<file path="config.mk">
export PLATFORM = sky130hd
export DESIGN_NAME = rbm_vote_decoder
export DESIGN_NICKNAME = d
export VERILOG_FILES = /design/src/rtl/rbm_vote_decoder_pkg.sv /design/src/rtl/rbm_vote_decoder_compare.sv /design/src/rtl/rbm_vote_decoder.sv
export SDC_FILE = /design/constraint.sdc
export NUM_CORES = 1
export LEC_CHECK = 0
export ABC_AREA = 1
export BUFFER_PORTS_ARGS = -buffer_cell sky130_fd_sc_hd__clkbuf_2
export CORE_AREA = 2 2 154 126
export DETAILED_ROUTE_END_ITERATION = 12
export DIE_AREA = 0 0 156 128
export PLACE_DENSITY = 0.74
export SLEW_MARGIN = 10
export SYNTH_ARGS = -nofsm -noshare
export SYNTH_HDL_FRONTEND = slang
export SYNTH_HIERARCHICAL = 1
export SYNTH_SLANG_ARGS = --single-unit
</file>
<file path="constraint.sdc">
create_clock -name clock -period 2.9 [get_ports clock]
set_input_delay 0.435 -clock clock [delete_from_list [all_inputs] [get_ports clock]]
set_output_delay 0.435 -clock clock [all_outputs]
set_load 0.01 [all_outputs]
</file>
<file path="src/rtl/rbm_vote_decoder_pkg.sv">
// rbm_vote_decoder_pkg: shared defaults and FSM state type for the RBM vote decoder.
package rbm_vote_decoder_pkg;
    localparam int OUTPUT_DIM      = 10;
    localparam int W_BITLENGTH     = 12;
    localparam int LABEL_BITLENGTH = 4;
    localparam int MIN_MARGIN      = 2;
    typedef enum logic [1:0] {IDLE, SCAN, HOLD, WAIT_CLR} state_e;
endpackage

</file>
<file path="src/rtl/rbm_vote_decoder_compare.sv">
// rbm_vote_decoder_compare: one scan step of the winner search (strict >, so ties keep the lowest index).
// Second-best tracking exists only when MARGIN_CHECK_EN is defined.
module rbm_vote_decoder_compare #(
    parameter int w_bitlength     = 12,
    parameter int label_bitlength = 4
) (
    input  logic [w_bitlength-1:0]     candidate_i,
    input  logic [label_bitlength-1:0] idx_i,
    input  logic [w_bitlength-1:0]     best_i,
    input  logic [label_bitlength-1:0] best_idx_i,
    input  logic [w_bitlength-1:0]     second_i,
    output logic [w_bitlength-1:0]     best_o,
    output logic [label_bitlength-1:0] best_idx_o,
    output logic [w_bitlength-1:0]     second_o
);
    logic gt_best;
    assign gt_best    = candidate_i > best_i;
    assign best_o     = gt_best ? candidate_i : best_i;
    assign best_idx_o = gt_best ? idx_i : best_idx_i;
`ifdef MARGIN_CHECK_EN
    assign second_o   = gt_best ? best_i : (candidate_i > second_i ? candidate_i : second_i);
`else
    assign second_o   = second_i;
`endif
endmodule

</file>
<file path="src/rtl/rbm_vote_decoder.sv">
// rbm_vote_decoder: latches RBM vote counters on finish, scans one class per clock for the winner,
// and offers it on a valid/ready handshake. Optional MARGIN_CHECK_EN adds margin/low_conf.
module rbm_vote_decoder
    import rbm_vote_decoder_pkg::*;
#(
    parameter int output_dim      = OUTPUT_DIM,
    parameter int w_bitlength     = W_BITLENGTH,
    parameter int label_bitlength = LABEL_BITLENGTH,
    parameter int min_margin      = MIN_MARGIN
) (
    input  logic                              clock,
    input  logic                              reset_n,
    input  logic                              finish,
    input  logic [output_dim*w_bitlength-1:0] OutputData,
    output logic                              label_valid,
    input  logic                              label_ready,
    output logic [label_bitlength-1:0]        label,
    output logic [w_bitlength-1:0]            label_votes,
    output logic                              no_vote,
    output logic [w_bitlength-1:0]            margin,
    output logic                              low_conf
);
    localparam logic [label_bitlength-1:0] LAST = label_bitlength'(output_dim - 1);

    state_e                       state_q, state_d;
    logic                         finish_q;
    logic [w_bitlength-1:0]       vote_q [output_dim];
    logic [w_bitlength-1:0]       vote_d [output_dim];
    logic [label_bitlength-1:0]   idx_q, idx_d, best_idx_q, best_idx_d, label_q, label_d;
    logic [w_bitlength-1:0]       best_q, best_d, second_q, second_d;
    logic [w_bitlength-1:0]       votes_q, votes_d, margin_q, margin_d;
    logic                         valid_q, valid_d, no_vote_q, no_vote_d, low_conf_q, low_conf_d;
    logic [w_bitlength-1:0]       cmp_best, cmp_second;
    logic [label_bitlength-1:0]   cmp_best_idx;

    rbm_vote_decoder_compare #(
        .w_bitlength    (w_bitlength),
        .label_bitlength(label_bitlength)
    ) u_compare (
        .candidate_i(vote_q[idx_q]),
        .idx_i      (idx_q),
        .best_i     (best_q),
        .best_idx_i (best_idx_q),
        .second_i   (second_q),
        .best_o     (cmp_best),
        .best_idx_o (cmp_best_idx),
        .second_o   (cmp_second)
    );

    always_ff @(posedge clock or negedge reset_n) begin
        if (!reset_n) begin
            state_q    <= IDLE;
            finish_q   <= 1'b0;
            for (int i = 0; i < output_dim; i++) vote_q[i] <= '0;
            idx_q      <= '0;
            best_q     <= '0;
            best_idx_q <= '0;
            second_q   <= '0;
            valid_q    <= 1'b0;
            label_q    <= '0;
            votes_q    <= '0;
            no_vote_q  <= 1'b0;
            margin_q   <= '0;
            low_conf_q <= 1'b0;
        end else begin
            state_q    <= state_d;
            finish_q   <= finish;
            vote_q     <= vote_d;
            idx_q      <= idx_d;
            best_q     <= best_d;
            best_idx_q <= best_idx_d;
            second_q   <= second_d;
            valid_q    <= valid_d;
            label_q    <= label_d;
            votes_q    <= votes_d;
            no_vote_q  <= no_vote_d;
            margin_q   <= margin_d;
            low_conf_q <= low_conf_d;
        end
    end

    always_comb begin
        state_d    = state_q;
        vote_d     = vote_q;
        idx_d      = idx_q;
        best_d     = best_q;
        best_idx_d = best_idx_q;
        second_d   = second_q;
        valid_d    = valid_q;
        label_d    = label_q;
        votes_d    = votes_q;
        no_vote_d  = no_vote_q;
        margin_d   = margin_q;
        low_conf_d = low_conf_q;
        case (state_q)
            IDLE: if (finish && !finish_q) begin
                for (int i = 0; i < output_dim; i++) vote_d[i] = OutputData[i*w_bitlength +: w_bitlength];
                idx_d      = '0;
                best_d     = '0;
                best_idx_d = '0;
                second_d   = '0;
                state_d    = SCAN;
            end
            SCAN: begin
                best_d     = cmp_best;
                best_idx_d = cmp_best_idx;
                second_d   = cmp_second;
                idx_d      = idx_q + 1'b1;
                state_d    = (idx_q == LAST) ? HOLD : SCAN;
            end
            // First HOLD cycle publishes the result; later cycles wait for the consumer.
            HOLD: if (!valid_q) begin
                valid_d   = 1'b1;
                label_d   = best_idx_q;
                votes_d   = best_q;
                no_vote_d = (best_q == '0);
`ifdef MARGIN_CHECK_EN
                margin_d   = best_q - second_q;
                low_conf_d = (best_q - second_q) < w_bitlength'(min_margin);
`endif
            end else if (label_ready) begin
                valid_d = 1'b0;
                state_d = finish ? WAIT_CLR : IDLE;
            end
            WAIT_CLR: state_d = finish ? WAIT_CLR : IDLE;
            default:  state_d = IDLE;
        endcase
    end

    assign label_valid = valid_q;
    assign label       = label_q;
    assign label_votes = votes_q;
    assign no_vote     = no_vote_q;
    assign margin      = margin_q;
    assign low_conf    = low_conf_q;
endmodule

</file>
==> impl_metrics.py, run 1 <==
metrics = {
    "run_status": {
        "status": "finished, final reports clean",
    },
    "drt": {
        "vias": 7231,
        "drt_wl_total_um": 21700,
        "via_per_inst": 4.95,
        "wl_per_cell_um": 14.8,
        "antenna_left": 0,
        "dr.pass1.iters": 6,
        "drc_errors": 0,
        "drtIter0Drc": 747,
    },
    "timing": {
        "setup_tns_ps": 0,
        "slew_headroom_pct": 43.9,
        "fin_ws_ps": 123,
        "drv_slew": 0,
        "finalHoldViolations": 0,
        "period_share_pct": 95.7,
        "setup_viol": 0,
        "skew_ps": 10.9,
        "worstMarginPinSlew_ps": 840,
        "timing.fmax_mhz": 360,
        "fin_crit_ps": 2780,
    },
    "power_and_ir_drop": {
        "sequentialPowerShare_pct": 31.3,
        "p_int_mw": 6.89,
        "powerDensity_nw_per_um2": 1250,
        "vdd_ir_drop_max_uv": 554,
        "power_frac_comb_pct": 49.8,
        "clock_power_share_pct": 19.0,
        "swShare_pct": 43.8,
        "p_leak_nw": 5.27,
        "p_switching_mw": 5.38,
    },
    "cells_and_area": {
        "syn_to_final_growth_pct": 19.5,
        "diodes": 0,
        "drive_gt1_share_pct": 18.7,
        "fillers": 1771,
        "final_nets": 1352,
    },
    "synth": {
        "synthCells": 1084,
        "synth_area_per_cell_um2": 7.58,
        "yosysWarnings": 6,
        "mappedNetlistArea_um2": 8210,
    },
    "floorplanning": {
        "io_pins": 155,
        "dieWidth_um": 156,
        "initial_core_util_pct": 44.3,
        "die_h_um": 128,
        "die_area_um2": 20000,
        "rows": 45,
        "core_um2": 18500,
    },
    "global_routing": {
        "grtUsageTotal_pct": 22.1,
        "grt_max_degree": 82,
        "grt_pass1_vias": 6877,
        "overflow": 0,
        "antenna_found_initial": 0,
        "grt_pass1_wl_um": 34600,
    },
    "setup_path": {
        "cp-end-kind": "flop",
        "crit_type": "reg -> reg",
        "max_stage_delay_ps": 480,
        "cp.arrival_ps": 3080,
        "cp.required_ps": 3200,
        "crit_chain": "inv_4, buf_12, nand2_1, nand3_1, nand3_1, nand3_2, nand2_2, ha_1, nand4_1, nor2_4, nand4_4, buf_4, nand3_1, nand2_1, nand2_1, o21ai_0",
        "cp_top_family": "simple AND/OR/NAND/NOR gates",
        "slowest_stage": "dfrtp_2",
        "crit_fanout": 17,
        "startpoint_type": "flop",
        "path_buf_inv": 3,
    },
    "job": {
        "max-cap-violations": 0,
    },
    "place": {
        "dpl.hpwl_um": 15000,
        "pre_cts_slack_ps": 85.6,
        "io_buffers": 141,
        "gp_congestion": 0.816,
    },
    "clocking": {
        "cts-htree-levels": 4,
        "cts_tree": "done",
        "numCtsBuffers": 17,
        "cts-root-buf": "clkbuf_16",
        "path_clk_slew_ps": 70,
        "cts_buffer_depth": 2,
        "clk_latency_ps": 440,
        "cts.sinks": 161,
    },
    "worst_hold_path": {
        "hold_class": "in -> reg",
    },
}
==> worst register-to-register path, cell delays in order (launching register included) <==
cell     delay [ps]
dfrtp_2         480
inv_4           120
buf_12          150
nand2_1          60
nand3_1          70
nand3_1         180
nand3_2         140
nand2_2          90
ha_1            310
nand4_1         140
nor2_4          190
nand4_4         200
buf_4           210
nand3_1          90
nand2_1          60
nand2_1          60
o21ai_0         100
==> area by class of cell <==
class | count | area (um^2) | share of cell area [%]
clock buffers | 17 | 425 | 4.33
clock inverters | 15 | 184 | 1.87
inverters | 130 | 499 | 5.09
multi-input cells | 734 | 3320 | 33.8
flip-flops and latches | 161 | 4030 | 41.1
well taps | 235 | 294 | 3.00
repair buffers | 170 | 1060 | 10.8
==> metal layers <==
layer / vias up / share of wire [%] / global-route usage, %
li1: 3590 / - / -
met1: 3306 / 49 / 33.6
met2: 307 / 42 / 31.6
met3: 28 / 8.1 / 4.43
met4: 0 / 1.7 / 6.80
met5: - / 0 / 0
==> timing repair <==
| action | CTS | global route |
|---|---|---|
| hold buffers | 1 | 0 |
| setup buffers | 0 | 9 |
| resized for setup | 0 | 13 |
| setup endpoints to repair | 0 | 16 |
| hold endpoints to repair | 35 | 0 |
==> registers in the layout (all words and copies together), names as in the netlist <==
| name | cells |
|---|---|
| state_q | 2 |
| vote_q | 120 |
| best_q | 12 |
| label | 4 |
| idx_q | 4 |
| label_valid | 1 |
| no_vote | 1 |
| best_idx_q | 4 |
| finish_q | 1 |
| label_votes | 12 |
==> worst paths after layout <==
check	start	to	slack (ps)	cells after the start
max	idx_q[0]	best_idx_q[1]	120	16
min	finish	finish_q	150	1
max reg2reg	idx_q[0]	best_idx_q[1]	120	16
min reg2reg	vote_q[6]	vote_q[6]	480	2
max in group asynchronous	reset_n	vote_q[69]	1660	3
min in group asynchronous	reset_n	vote_q[7]	540	2
==> power by group through the flow <==
stage	combinational (mW)	clock [mW]	sequential [mW]
final	6.11	2.33	3.84
after detailed placement	5.55	0	3.85
after global routing	6.93	2.45	3.95
after CTS	5.60	2.36	3.82
after floorplan	4.24	0	3.76
after global placement	5.45	0	3.83
==> metrics by stage <==
step | util, % | hold WS, ps | cells | area [um^2] | power [mW]
final | 53.0 | 151 | 1462 | 9810 | 12.3
after global routing | 53.0 | 155 | 1462 | 9810 | 13.3
after detailed placement | 48.4 | 458 | 1414 | 8960 | 9.40
after floorplan | - | 139 | 1096 | 8260 | 8.00
after CTS | 51.7 | 137 | 1447 | 9580 | 11.8
after global placement | 48.4 | 446 | 1414 | 8960 | 9.28
==> cells in the final DEF (no fill, tap or decap), drive strengths merged, types with 2 or more instances in the layout <==
master	n
o21ai	117
nand3	96
conb	13
dfrtp	161
clkinvlp	4
nor3	3
nor2	33
a21oi	3
inv	132
buf	27
nand2	444
o22ai	2
clkinv	6
nand4	6
bufinv	3
ha	14
clkbuf	159
(Power assumes the default switching activity.)
==> run 2, diff against run 1 <==
--- a/config.mk
+++ b/config.mk
@@ -11,6 +11,7 @@
 export DETAILED_ROUTE_END_ITERATION = 12
 export DIE_AREA = 0 0 156 128
 export PLACE_DENSITY = 0.74
+export RECOVER_POWER = 100
 export SLEW_MARGIN = 10
 export SYNTH_ARGS = -nofsm -noshare
 export SYNTH_HDL_FRONTEND = slang
==> run 2 against run 1 <==
Effect of this change:
- sequential cell count is the same
- final cell count is the same
- worst hold slack gained 12 ps
- die area is the same
- worst setup slack gained 7.2 ps
- utilization shrank 0.44 points
- register-to-register slack is essentially flat
- critical path type unchanged
- critical endpoint unchanged
==> impl_metrics.py, run 2 (synthesis results as in run 1) <==
metrics = {
    "run_status": {
        "status": "finished, final reports clean",
    },
    "place": {
        "gp_congestion": 0.816,
        "dpl.hpwl_um": 15000,
        "pre_cts_slack_ps": 85.6,
        "numPlacedInstances": 1414,
        "io_buffers": 141,
    },
    "clocking": {
        "cts-htree-levels": 4,
        "cts.sinks": 161,
        "numCtsBuffers": 17,
        "cts-root-buf": "clkbuf_16",
        "cts_buffer_depth": 2,
        "clk_latency_ps": 430,
        "path_clk_slew_ps": 70,
        "cts_tree": "done",
    },
    "power_and_ir_drop": {
        "powerDensity_nw_per_um2": 1250,
        "p_total_mw": 12.1,
        "p_leak_nw": 5.18,
        "vdd_ir_drop_max_uv": 551,
    },
    "floorplanning": {
        "die_area_um2": 20000,
        "core_um2": 18500,
        "io_pins": 155,
        "rows": 45,
        "die_h_um": 128,
        "dieWidth_um": 156,
        "initial_core_util_pct": 44.3,
    },
    "setup_path": {
        "rr_worst_depth": 16,
        "startpoint_type": "flop",
        "cp_top_family": "simple AND/OR/NAND/NOR gates",
        "crit_type": "reg -> reg",
        "max_stage_delay_ps": 480,
        "cp.required_ps": 3200,
        "crit_fanout": 17,
        "slowest_stage": "dfrtp_2",
        "crit_chain": "inv_4, buf_12, nand2_1, nand3_1, nand3_1, nand3_2, nand2_2, ha_1, nand4_1, nor2_4, nand4_4, buf_4, nand3_1, nand2_1, nand2_1, o21ai_0",
        "worstReg2RegStart": "idx_q[0]",
        "r2r_slack_ps": 130,
        "worst_r2r_endpoint": "best_idx_q[1]",
        "path_buf_inv": 3,
        "cp.arrival_ps": 3070,
        "cp-end-kind": "flop",
        "crit_start": "idx_q[0]",
    },
    "timing": {
        "worstMarginPinSlew_ps": 1460,
        "timing.fmax_mhz": 361,
        "fin_ws_ps": 131,
        "drv_slew": 0,
        "skew_ps": 7.59,
        "holdWs_ps": 163,
        "slew_headroom_pct": 2.99,
        "period_share_pct": 95.5,
        "fin_crit_ps": 2770,
        "finalHoldViolations": 0,
        "setup_viol": 0,
    },
    "drt": {
        "vias": 7278,
        "drc_errors": 0,
        "via_per_inst": 4.98,
        "antenna_left": 0,
        "drt_wl_total_um": 21700,
        "dr.pass1.iters": 6,
        "drtIter0Drc": 764,
        "wl_per_cell_um": 14.8,
    },
    "cells_and_area": {
        "final_nets": 1352,
        "final_common_cell": "nand2_1",
        "multi_input_area_um2": 3310,
        "syn_to_final_growth_pct": 18.5,
        "diodes": 0,
        "largest_reg_flops": 120,
        "drive_gt1_share_pct": 16.9,
        "fillers": 1790,
        "seqCellArea_um2": 4030,
        "final_cell_count_no_fill": 1462,
        "regMostFlops": "vote_q",
        "mostFrequentLayoutCells": "nand2_1, dfrtp_1, inv_1",
    },
    "global_routing": {
        "grt_max_degree": 82,
        "grt_pass1_wl_um": 34600,
        "grt_pass1_vias": 6877,
        "overflow": 0,
        "antenna_found_initial": 0,
        "grtUsageTotal_pct": 22.1,
    },
    "job": {
        "max-cap-violations": 0,
    },
    "worst_hold_path": {
        "hold_depth": 1,
        "hold_end": "finish_q",
        "worstHoldStart": "finish",
        "hold_class": "in -> reg",
    },
}
==> run 2: worst max-delay path by stage <==
stage	cells past startpoint	slack, ps	to
finish	16	130	best_idx_q[1]
global route	19	-90	best_q[9]
CTS	16	70	best_q[4]
detailed placement	16	90	best_q[5]
global placement	16	140	best_idx_q[1]
floorplan	18	510	best_q[4]
==> run 2: metrics by stage <==
step                      setup TNS, ps  util (%)  cell area (um^2)
after global placement                0      48.4              8960
after detailed placement              0      48.4              8960
after global routing               -762      52.5              9730
after CTS                             0      51.7              9580
final                                 0      52.5              9730
after floorplan                       0         -              8260
==> run 2: area by class of cell <==
class | count | share of cell area (%)
timing repair buffer | 170 | 10.2
sequential | 161 | 41.4
clock buffer | 17 | 4.37
inverter | 130 | 5.12
clock inverter | 15 | 1.89
tap | 235 | 3.02
multi-input combinational | 734 | 34.0
==> run 2: what timing repair did <==
item | 4_1_cts | 5_1_grt
hold buffers | 1 | 0
hold endpoints to repair | 35 | 0
resized for setup | 0 | 13
endpoints found under the setup margin | 0 | 16
buffers inserted | 0 | 9
==> run 2: per-layer routing <==
| metal | up-vias | global-route usage (%) | wire [um] |
|---|---|---|---|
| met3 | 27 | 4.43 | 1730 |
| met1 | 3363 | 33.6 | 10500 |
| met4 | 0 | 6.80 | 346 |
| met2 | 297 | 31.6 | 9090 |
| met5 | - | 0 | 0 |
| li1 | 3591 | - | - |
==> run 2: where the power goes <==
group,switching [mW],total (mW),internal (mW)
registers,0.498,3.83,3.34
clock network,0.965,2.33,1.36
logic,3.87,5.99,2.12
